`src/rtl/fb_port_scheduler.sv`:
```
// rtl/fb_port_scheduler.sv - single-port frame-buffer arbiter: fixed display read slots, writer fills the rest.
// Optional feature macro: FB_DOUBLE_BUFFER_EN (two banks with vblank swap); default is a single bank.
module fb_port_scheduler #(
    parameter int IMG_W  = 320,
    parameter int IMG_H  = 240,
    parameter int HA_STA = 160,
    parameter int DW     = 8,
    parameter int AW     = 17
) (
    input  logic          clk,
    input  logic          reset,
    input  logic          pix_stb,
    input  logic [9:0]    x,
    input  logic [9:0]    y,
    input  logic          active,
    input  logic          animate,
    input  logic          wr_valid,
    output logic          wr_ready,
    input  logic [AW-1:0] wr_addr,
    input  logic [DW-1:0] wr_data,
    input  logic          swap_req,
    output logic          swap_ack,
    output logic          mem_en,
    output logic          mem_we,
    output logic [AW:0]   mem_addr,
    output logic [DW-1:0] mem_wdata,
    input  logic [DW-1:0] mem_rdata,
    output logic [DW-1:0] pix_data
);

    typedef enum logic [1:0] {IDLE, DISP_RD, CAPTURE, WRITE} state_t;
    state_t state;

    logic [9:0]    x_rel;
    logic          in_win;
    logic [AW-1:0] row_ext;
    logic [AW-1:0] col_ext;
    logic [AW-1:0] rd_idx;
    logic          slot_due;
    logic          take;
    logic          wr_in_range;
    logic          swap_pending;
    logic          swap_fire;
    logic [1:0]    blank_d;
    logic          rd_bank;
    logic          wr_bank;

    assign x_rel  = x - 10'(HA_STA);
    assign in_win = active && (x_rel < 10'(2 * IMG_W)) && (y < 10'(2 * IMG_H));

    // 2x upscale: halve both coordinates, then row*320 as row*256 + row*64
    assign row_ext = AW'(y >> 1);
    assign col_ext = AW'(x_rel >> 1);
    assign rd_idx  = (row_ext << 8) + (row_ext << 6) + col_ext;

    assign slot_due    = pix_stb && in_win;
    assign wr_ready    = !reset && (state == IDLE || state == WRITE) && !slot_due;
    assign take        = wr_valid && wr_ready;
    assign wr_in_range = wr_addr < AW'(IMG_W * IMG_H);
    assign swap_fire   = animate && pix_stb && (swap_pending || swap_req);

`ifdef FB_DOUBLE_BUFFER_EN
    logic front;

    always_ff @(posedge clk) begin
        if (reset)
            front <= 1'b0;
        else if (swap_fire)
            front <= ~front;
    end

    assign rd_bank = front;
    assign wr_bank = ~front;
`else
    assign rd_bank = 1'b0;
    assign wr_bank = 1'b0;
`endif

    always_ff @(posedge clk) begin
        if (reset) begin
            state        <= IDLE;
            mem_en       <= 1'b0;
            mem_we       <= 1'b0;
            mem_addr     <= '0;
            mem_wdata    <= '0;
            pix_data     <= '0;
            swap_ack     <= 1'b0;
            swap_pending <= 1'b0;
            blank_d      <= '0;
        end else begin
            mem_en       <= 1'b0;
            mem_we       <= 1'b0;
            swap_ack     <= swap_fire;
            swap_pending <= swap_fire ? 1'b0 : (swap_pending || swap_req);
            // out-of-window ticks blank the pixel at the same latency a read would land
            blank_d      <= {blank_d[0], pix_stb && !in_win};
            if (blank_d[1])
                pix_data <= '0;

            case (state)
                IDLE, WRITE: begin
                    if (slot_due) begin
                        state    <= DISP_RD;
                        mem_en   <= 1'b1;
                        mem_addr <= {rd_bank, rd_idx};
                    end else if (take) begin
                        state     <= WRITE;
                        mem_en    <= wr_in_range;
                        mem_we    <= wr_in_range;
                        mem_addr  <= {wr_bank, wr_addr};
                        mem_wdata <= wr_data;
                    end else begin
                        state <= IDLE;
                    end
                end
                DISP_RD: state <= CAPTURE;
                CAPTURE: begin
                    state    <= IDLE;
                    pix_data <= mem_rdata;
                end
                default: state <= IDLE;
            endcase
        end
    end

endmodule

```
`config.mk`:
```
export PLATFORM = sky130hd
export DESIGN_NAME = fb_port_scheduler
export DESIGN_NICKNAME = d
export VERILOG_FILES = /design/src/rtl/fb_port_scheduler.sv
export SDC_FILE = /design/constraint.sdc
export NUM_CORES = 1
export LEC_CHECK = 0
export CAP_MARGIN = 30
export CORE_ASPECT_RATIO = 2
export CORE_UTILIZATION = 39
export CTS_CLUSTER_DIAMETER = 200
export CTS_CLUSTER_SIZE = 12
export DETAILED_ROUTE_END_ITERATION = 6
export DONT_BUFFER_PORTS = 1
export GPL_ROUTABILITY_DRIVEN = 0
export PLACE_DENSITY = 0.59
export SLEW_MARGIN = 25
export SYNTH_ARGS = -nofsm -noshare
export SYNTH_HDL_FRONTEND = slang
export SYNTH_SLANG_ARGS = --single-unit
```
`constraint.sdc`:
```
create_clock -name clk -period 4.8 [get_ports clk]
set_input_delay 0.72 -clock clk [delete_from_list [all_inputs] [get_ports clk]]
set_output_delay 0.72 -clock clk [all_outputs]
set_load 0.005 [all_outputs]
```
# Yosys cells after proc, flatten, opt, wreduce, memory -nomap -nowiden

Index checks and enable logic that the tools add are counted.

Register bits after elaboration: 42
Input bits: 60
Output and inout bits: 38
Word-level logic and storage cells: 52

$add $sub $neg: 3
Order comparisons: 3
Eq/ne operators: 3
Multiplexer cells: 9
Bitwise gates (word level): 2
Reduce and logical (&&, ||, !) cells: 23

Operators with widths:

| cell                  | count |
|---|---|
| $mux 18               | 2 |
| $add 17x15->17        | 1 |
| $add 17x9->17         | 1 |
| $lt 17x17->1 const B  | 1 |
| $mux 8                | 2 |
| $lt 10x10->1 const B  | 1 |
| $lt 10x9->1 const B   | 1 |
| $sub 10x8->10 const B | 1 |
| $logic_and 1x1->1     | 9 |
| $pmux 2 s3            | 1 |
| $reduce_or 2->1       | 3 |
| $eq 2x2->1 const B    | 2 |
| $mux 2                | 2 |
| $reduce_bool 2->1     | 2 |
| $logic_not 1->1       | 3 |
| $reduce_and 3->1      | 1 |
| $reduce_or 3->1       | 1 |
| $eq 2x1->1 const B    | 1 |
| $logic_not 2->1       | 1 |
| $logic_or 1x1->1      | 2 |
| $mux 1                | 2 |
| $not 1->1             | 2 |
| $reduce_and 2->1      | 1 |

# Logic depth before layout (Yosys ltp)

Gate-level depths: netlist of run 1.

Depth in word-level cells: 11
Mapped depth: 12
Depth with buffers taken out: 12

# Worst setup path before layout of run 1

OpenSTA, ideal clock, no wires.

Path type: input port to output port
Start point: input x[5]
End point: output wr_ready
Arrival time: 2.394 ns
Required time: 4.080 ns
Path slack: 1.686 ns
Cell stages on the path: 7
Buffers on the path: 1
Cell sequence: inv_1 > ha_1 > or4b_4 > o2111a_2 > nor3_2 > buf_2 > nor2_1

Longest elaborated chain between the ends: 7

RTL lines:

| item                            | RTL line | text |
|---|---|---|
| from (decl)                     | 13       | `input logic [9:0] x,` |
| $sub 10x8->10                   | 48       | `assign x_rel = x - 10'(HA_STA);` |
| $lt 10x10->1                    | 49       | `assign in_win = active && (x_rel < 10'(2 * IMG_W)) && (y < 10'(2 * IMG_H));` |
| $logic_and 1x1->1 (2 in series) | 49       |  |
| $logic_and 1x1->1               | 56       | `assign slot_due = pix_stb && in_win;` |
| $logic_not 1->1                 | 57       | `assign wr_ready = !reset && (state == IDLE \|\| state == WRITE) && !slot_due;` |
| $logic_and 1x1->1               | 57       |  |
| to (decl)                       | 18       | `output logic wr_ready,` |

No other way between the ends.

# Worst setup path in the final report of run 1

Start point: input x[5]
End point: register mem_addr[13]

Longest elaborated chain between the ends: 10
Elaborated cells on any way between the ends: 12
Those cells by class: 2 x add/sub; 1 x order compare; 1 x mux; 8 x reduce/logical

RTL lines:

| item                               | RTL line | text |
|---|---|---|
| $sub 10x8->10 (*)                  | 48       |  |
| $lt 10x10->1                       | 49       |  |
| $logic_and 1x1->1 (2 in series)    | 49       |  |
| $logic_and 1x1->1                  | 56       |  |
| $logic_not 1->1                    | 57       |  |
| $logic_and 1x1->1                  | 57       |  |
| $logic_and 1x1->1                  | 58       | `assign take = wr_valid && wr_ready;` |
| $reduce_bool 2->1 (no source line) | n/a      |  |
| $reduce_and 2->1 (no source line)  | n/a      |  |
| to (signal assigned)               | 105      | `mem_addr <= {rd_bank, rd_idx};` |
| to (signal assigned)               | 110      | `mem_addr <= {wr_bank, wr_addr};` |
| to (decl)                          | 25       | `output logic [AW:0] mem_addr,` |

Mark *: on every way between the ends. The rest lies on a longest branch, timed or not.
A chain may end at the register's enable or synchronous reset.

==> results.yml, run 1 <==
placement:
  dpl.cell_count: 318
  io_buffers: 0
  placed_area_um2: 2400
  dp_hpwl_mm: 4.55
clocking:
  clk_pin_slew_ns: 0.06
  post_cts_resize_count: 0
  htreeDepth: 2
  cts_buffers: 5
  cts_setup_buffers: 0
  worstSkewPairLatency_ns: 0.28
  cts_tree: "yes"
  cts_root_buf: "clkbuf_16"
  cts_sinks: 41
  clk_path_buf_depth: 2
  cts_hold_buf: 0
die:
  die_w_um: 57.3
  coreArea_um2: 5960
  rows: 40
  die-area_um2: 6450
  dieHeight_um: 113
  boundaryPins: 98
  start_util_pct: 40.1
power_and_ir_drop:
  clkPwrFrac_pct: 35.2
  share_comb_of_total_power_pct: 21.1
  power_switching_uw: 246
  powerDensity_nw_per_um2: 348
  p_seq_share_pct: 43.7
  sw_frac_of_total_pct: 27.7
  ir_worst_vdd_v: 0.000157
  p_leak_nw: 1.08
  intPower_uw: 642
global_routing:
  grt_pass1_wl_mm: 8.88
  grt_max_degree: 36
  grtUsageTotal_pct: 18.1
  antenna_found_initial: 0
  grt_pass1_vias: 1875
  overflow: 0
sta:
  max_freq_mhz: 323
  final_max_slew_viol_count: 0
  relSlewSlack_pct: 56.3
  clock_skew_ns: 0.00517
  setup_tns_ns: 0
  worst_pin_slew_ns: 0.654
  period_needed_ns: 3.10
  rsz0062_at_grt: "no"
  hold_violations: 0
  fin_crit_sh_pct: 64.5
  setup_viol_count_final: 0
critical_path:
  end_kind: "register"
  cp_cell_sequence: "inv_1 -> ha_1 -> inv_1 -> a21oi_1 -> xnor2_1 -> xnor2_1 -> fa_1 -> a211o_1 -> a21oi_1 -> mux2i_1 -> o21ai_0 -> a311oi_1"
  crit_fanout: 4
  crit_arrival_ns: 3.29
  cp_slowest_cell: "fa_1"
  critPathMaxStageDelay_ns: 0.50
  startpoint_type: "input port"
  worst-path-buf-inv: 2
  path_class: "in2reg"
  path_delay_family: "compound AO/OA/AOI/OAI gates"
  crit_required_ns: 4.99
logic_synthesis:
  yosys.cell_types.count: 50
  yosysSeqAreaShare_pct: 34.4
  synth_edf_count: 0
  synth_area_leaders: "dfxtp_1 34%, ha_1 11%, nor2_1 5.8%"
  yosysTopAreaCellShare_pct: 34.4
  synthMuxAreaShare_pct: 5.14
  synth_top_family_by_area: "compound AO/OA/AOI/OAI gates"
  syn_inst: 268
  syn_nets: 350
  yosysWarnings: 0
  yosys.area_share.simple_pct: 19.3
  ys_seq_elements: 41
  syn_area_um2: 2390
  async_flop_share_pct: 0
  synth-xor-area-share_pct: 2.20
  synth_top_area_cell: "dfxtp_1"
  synth.avg_cell_area_um2: 8.90
  synth_compound_area_share_pct: 22.0
  synth-adder-area-share_pct: 11.9
  synth-main-ff-cell: "dfxtp_1"
finish:
  final_area_um2: 2550
  drive_gt1_share_pct: 6.84
  layout.nets: 344
  nFillCells: 610
  multiInputGateArea_um2: 1470
  utilization_pct: 42.8
  syn_to_final_growth_pct: 6.82
  final_cells: 326
  regArea_um2: 821
  num_antenna_cells: 0
run_status:
  violations: "design-rule violations"
  status: "finished, violations left"
worst_hold_path:
  hold_path_class: "reg2reg"
drt:
  vias: 1921
  initialDrtViolationCount: 94
  viasPerCell: 5.89
  wire_per_inst_um: 17.6
  remaining_drc_errors: 10
  finalWirelength_mm: 5.74
  firstDrtPassIters: 6
  ant_nets: 0
flow_run:
  maxCapViolations: 0
[kinds of logic (layout without fill, tap and decap cells)]
family / Yosys count / in the layout
flops: 41 / 41
buf+inv: 23 / 18
fa+ha+maj: 22 / 22
simple gates: 96 / 96
other cells: 1 / 1
xor+xnor: 6 / 6
mux: 12 / 12
compound gates: 67 / 67
[final cells by class]
cell class	instances	share of cell area, %
Tap cell	63	3.09
Clock inverter	2	0.393
Multi-Input combinational cell	204	57.5
Timing Repair Buffer	2	0.589
Clock buffer	6	5.06
Inverter	8	1.18
Sequential cell	41	32.2
[per-layer routing]
metal / vias to the layer above / global-route usage [%] / routed length, µm
met5: - / 0 / 0
met4: 0 / 7.97 / 140
met3: 8 / 4.72 / 438
met2: 71 / 35.3 / 3250
met1: 890 / 16.8 / 1920
li1: 952 / - / -
[layout by cell type, fill, tap and decap left out, types with 3 or more instances in the layout]
cell	count
a211o_1	3
a211oi_1	7
a21o_1	5
a21oi_1	15
a311oi_1	11
clkbuf_16	5
dfxtp_1	41
ha_1	21
inv_1	7
mux2i_1	10
nand2_1	29
nand2b_1	4
nand3_1	4
nor2_1	37
nor2b_1	3
nor3b_1	9
o21a_1	4
o21ai_0	6
xnor2_1	3
xor2_1	3
[Yosys cell counts, drive strengths merged, types with 2 or more instances]
cell type	instances
or3	2
mux2i	10
a211oi	8
o21a	4
a311oi	12
buf	8
inv	7
xnor2	3
ha	21
a21oi	15
or4b	2
nand2	29
nor2	37
mux2	2
nor3	2
o21bai	2
nand2b	4
o21ai	6
clkbuf	7
o32ai	2
nor3b	9
o311ai	2
a21o	5
dfxtp	41
nor2b	3
nand3	4
xor2	3
a211o	3
[path summary, 6_finish.rpt]
check	from	slack, ns	cells past startpoint	to
worst min-delay path	blank_d[0]	0.43	1	blank_d[1]
worst max register to register	state[0]	2.79	7	mem_addr[16]
worst max-delay path	x[5]	1.70	12	mem_addr[13]
worst min register to register	blank_d[0]	0.43	1	blank_d[1]
[power groups by stage]
stage               clock (mW)  combinational, mW  sequential [mW]
floorplan                    0              0.161            0.389
global placement             0              0.183            0.396
detailed placement           0              0.187            0.396
CTS                      0.323              0.189            0.389
global route             0.340              0.212            0.391
finish                   0.313              0.187            0.388
[through the flow]
step	setup WS (ns)	hold WS, ns	total power [mW]
6_report	1.70	0.435	0.888
2_1_floorplan	1.69	0.414	0.551
3_5_place_dp	1.38	0.420	0.583
3_3_place_gp	1.46	0.422	0.579
4_1_cts	1.67	0.433	0.900
5_1_grt	1.49	0.448	0.943
[sequential cells by signal, indices dropped and copies added, names as in the netlist]
name / flops
blank_d: 2
mem_addr: 17
mem_en: 1
mem_wdata: 8
mem_we: 1
pix_data: 8
state: 2
swap_ack: 1
swap_pending: 1
[worst reg2reg max path: stages, from the launching register on]
cell and delay (ns):
dfxtp_1 0.33, inv_1 0.05, ha_1 0.42, nand2_1 0.14, o41ai_4 0.21, buf_4 0.36, nand2_1 0.15, o32ai_1 0.27
(Power assumes the default switching activity.)
==> run 2: changes to the inputs <==
clock period = 3.1 ns   (was 4.8 ns; I/O delays follow)
==> run 2 against run 1 <==
Net effect: the run still ends with design-rule violations left; register-to-register slack lost 1.5 ns; sequential power increased by 55%; worst setup slack lost 1.3 ns; routed wire length increased by 1.1%; via count grew 1.1%; highest routed layer unchanged; final cell count up 2.5%.
==> results.yml, run 2 (synthesis results as in run 1) <==
run_status:
  status: "finished, violations left"
  violations: "design-rule violations"
sta:
  period_needed_ns: 2.71
  hold_violations: 0
  clock_skew_ns: 0.00487
  setup_viol_count_final: 0
  rsz0062_at_grt: "no"
  fin_crit_sh_pct: 87.3
  worst_pin_slew_ns: 0.505
  max_freq_mhz: 369
  setup_tns_ns: 0
  relSlewSlack_pct: 66.3
  final_max_slew_viol_count: 0
die:
  dieHeight_um: 113
  coreArea_um2: 5960
  die-area_um2: 6450
  boundaryPins: 98
  die_w_um: 57.3
  start_util_pct: 40.1
  rows: 40
global_routing:
  antenna_found_initial: 0
  grt_pass1_wl_mm: 9.03
  grtUsageTotal_pct: 18.6
  overflow: 0
  grt_max_degree: 36
  grt_pass1_vias: 1914
drt:
  viasPerCell: 5.81
  firstDrtPassIters: 6
  vias: 1942
  finalWirelength_mm: 5.81
  remaining_drc_errors: 10
  initialDrtViolationCount: 79
  wire_per_inst_um: 17.4
  ant_nets: 0
critical_path:
  crit_arrival_ns: 2.90
  path_class: "in2reg"
  startpoint_type: "input port"
  end_kind: "register"
  reg2reg_depth: 7
  regToRegSetupSlack_ns: 1.26
  crit_fanout: 3
  r2r_start: "state[0]"
  worstReg2RegEnd: "mem_addr[7]"
  crit_required_ns: 3.29
finish:
  syn_to_final_growth_pct: 8.81
  layout_commonest_cell: "dfxtp_1"
  largest-register: "mem_addr"
  largest_reg_flops: 17
  drive_gt1_share_pct: 8.86
  num_antenna_cells: 0
  final_cell_mix: "41 x dfxtp_1, 37 x nor2_1, 29 x nand2_1"
  layout.nets: 352
  top_regs: "mem_addr x17, mem_wdata x8, pix_data x8"
  nFillCells: 597
placement:
  dp_hpwl_mm: 4.73
  io_buffers: 0
clocking:
  worstSkewPairLatency_ns: 0.28
  htreeDepth: 2
  cts_sinks: 41
  cts_root_buf: "clkbuf_16"
  clk_pin_slew_ns: 0.06
  cts_hold_buf: 0
  cts_tree: "yes"
  clk_path_buf_depth: 2
  cts_buffers: 5
  cts_setup_buffers: 0
  post_cts_resize_count: 0
power_and_ir_drop:
  p_total_mw: 1.39
  powerDensity_nw_per_um2: 535
  ir_worst_vdd_v: 0.000215
  p_leak_nw: 1.11
worst_hold_path:
  hold_depth: 1
  holdPathEnd: "mem_addr[12]"
  holdCritStartpoint: "reset"
  hold_path_class: "in2reg"
flow_run:
  maxCapViolations: 0
[run 2: area by class of cell]
| class | count | area [µm²] | share of cell area (%) |
|---|---|---|---|
| clock buffers | 8 | 136 | 5.25 |
| inverters | 8 | 30.0 | 1.16 |
| multi-input cells | 204 | 1460 | 56.0 |
| flip-flops and latches | 41 | 821 | 31.6 |
| well taps | 63 | 78.8 | 3.04 |
| repair buffers | 10 | 75.1 | 2.89 |
[run 2: layer usage]
metal  track usage, %  wire length [µm]  part of all wire (%)  vias up
li1                 -                 -                     -      969
met5                0                 0                     0        -
met3             4.15               402                   6.9       10
met4             8.13               143                   2.5        0
met2             36.3              3260                    56       78
met1             17.6              2000                    34      885
[run 2: critical path: stages]
cell and delay, ns:
inv_1 0.04, ha_1 0.20, buf_4 0.14, xnor2_1 0.15, ha_1 0.20, ha_1 0.22
fa_1 0.40, a211o_1 0.36, a21oi_1 0.18, mux2i_1 0.19, o21ai_0 0.10, a311oi_1 0.25
[run 2: report_power, final]
group | switching [mW] | internal [mW] | total [mW]
logic | 0.163 | 0.141 | 0.304
clock network | 0.187 | 0.299 | 0.486
registers | 0.0309 | 0.570 | 0.601
total | 0.380 | 1.01 | 1.39
[run 2: how the worst max path moves through the flow]
| stage | from | to | slack (ns) | depth (start not counted) |
|---|---|---|---|---|
| after floorplan | x[5] | mem_addr[13] | 0.31 | 12 |
| after global placement | x[5] | mem_addr[12] | 0.06 | 12 |
| after detailed placement | x[5] | mem_addr[12] | 0.05 | 12 |
| after CTS | x[5] | mem_addr[12] | 0.34 | 12 |
| after global routing | x[5] | mem_addr[13] | 0.11 | 13 |
| final | x[5] | mem_addr[13] | 0.39 | 12 |
[run 2: metrics by stage]
step,area [µm²],hold WS [ns],util (%),setup slack (ns),cells
floorplan,2390,0.414,-,0.315,268
global placement,2460,0.422,41.3,0.0628,326
detailed placement,2460,0.429,41.3,0.0516,326
CTS,2600,0.242,43.6,0.335,334
global route,2600,0.239,43.6,0.108,334
finish,2600,0.250,43.6,0.393,334
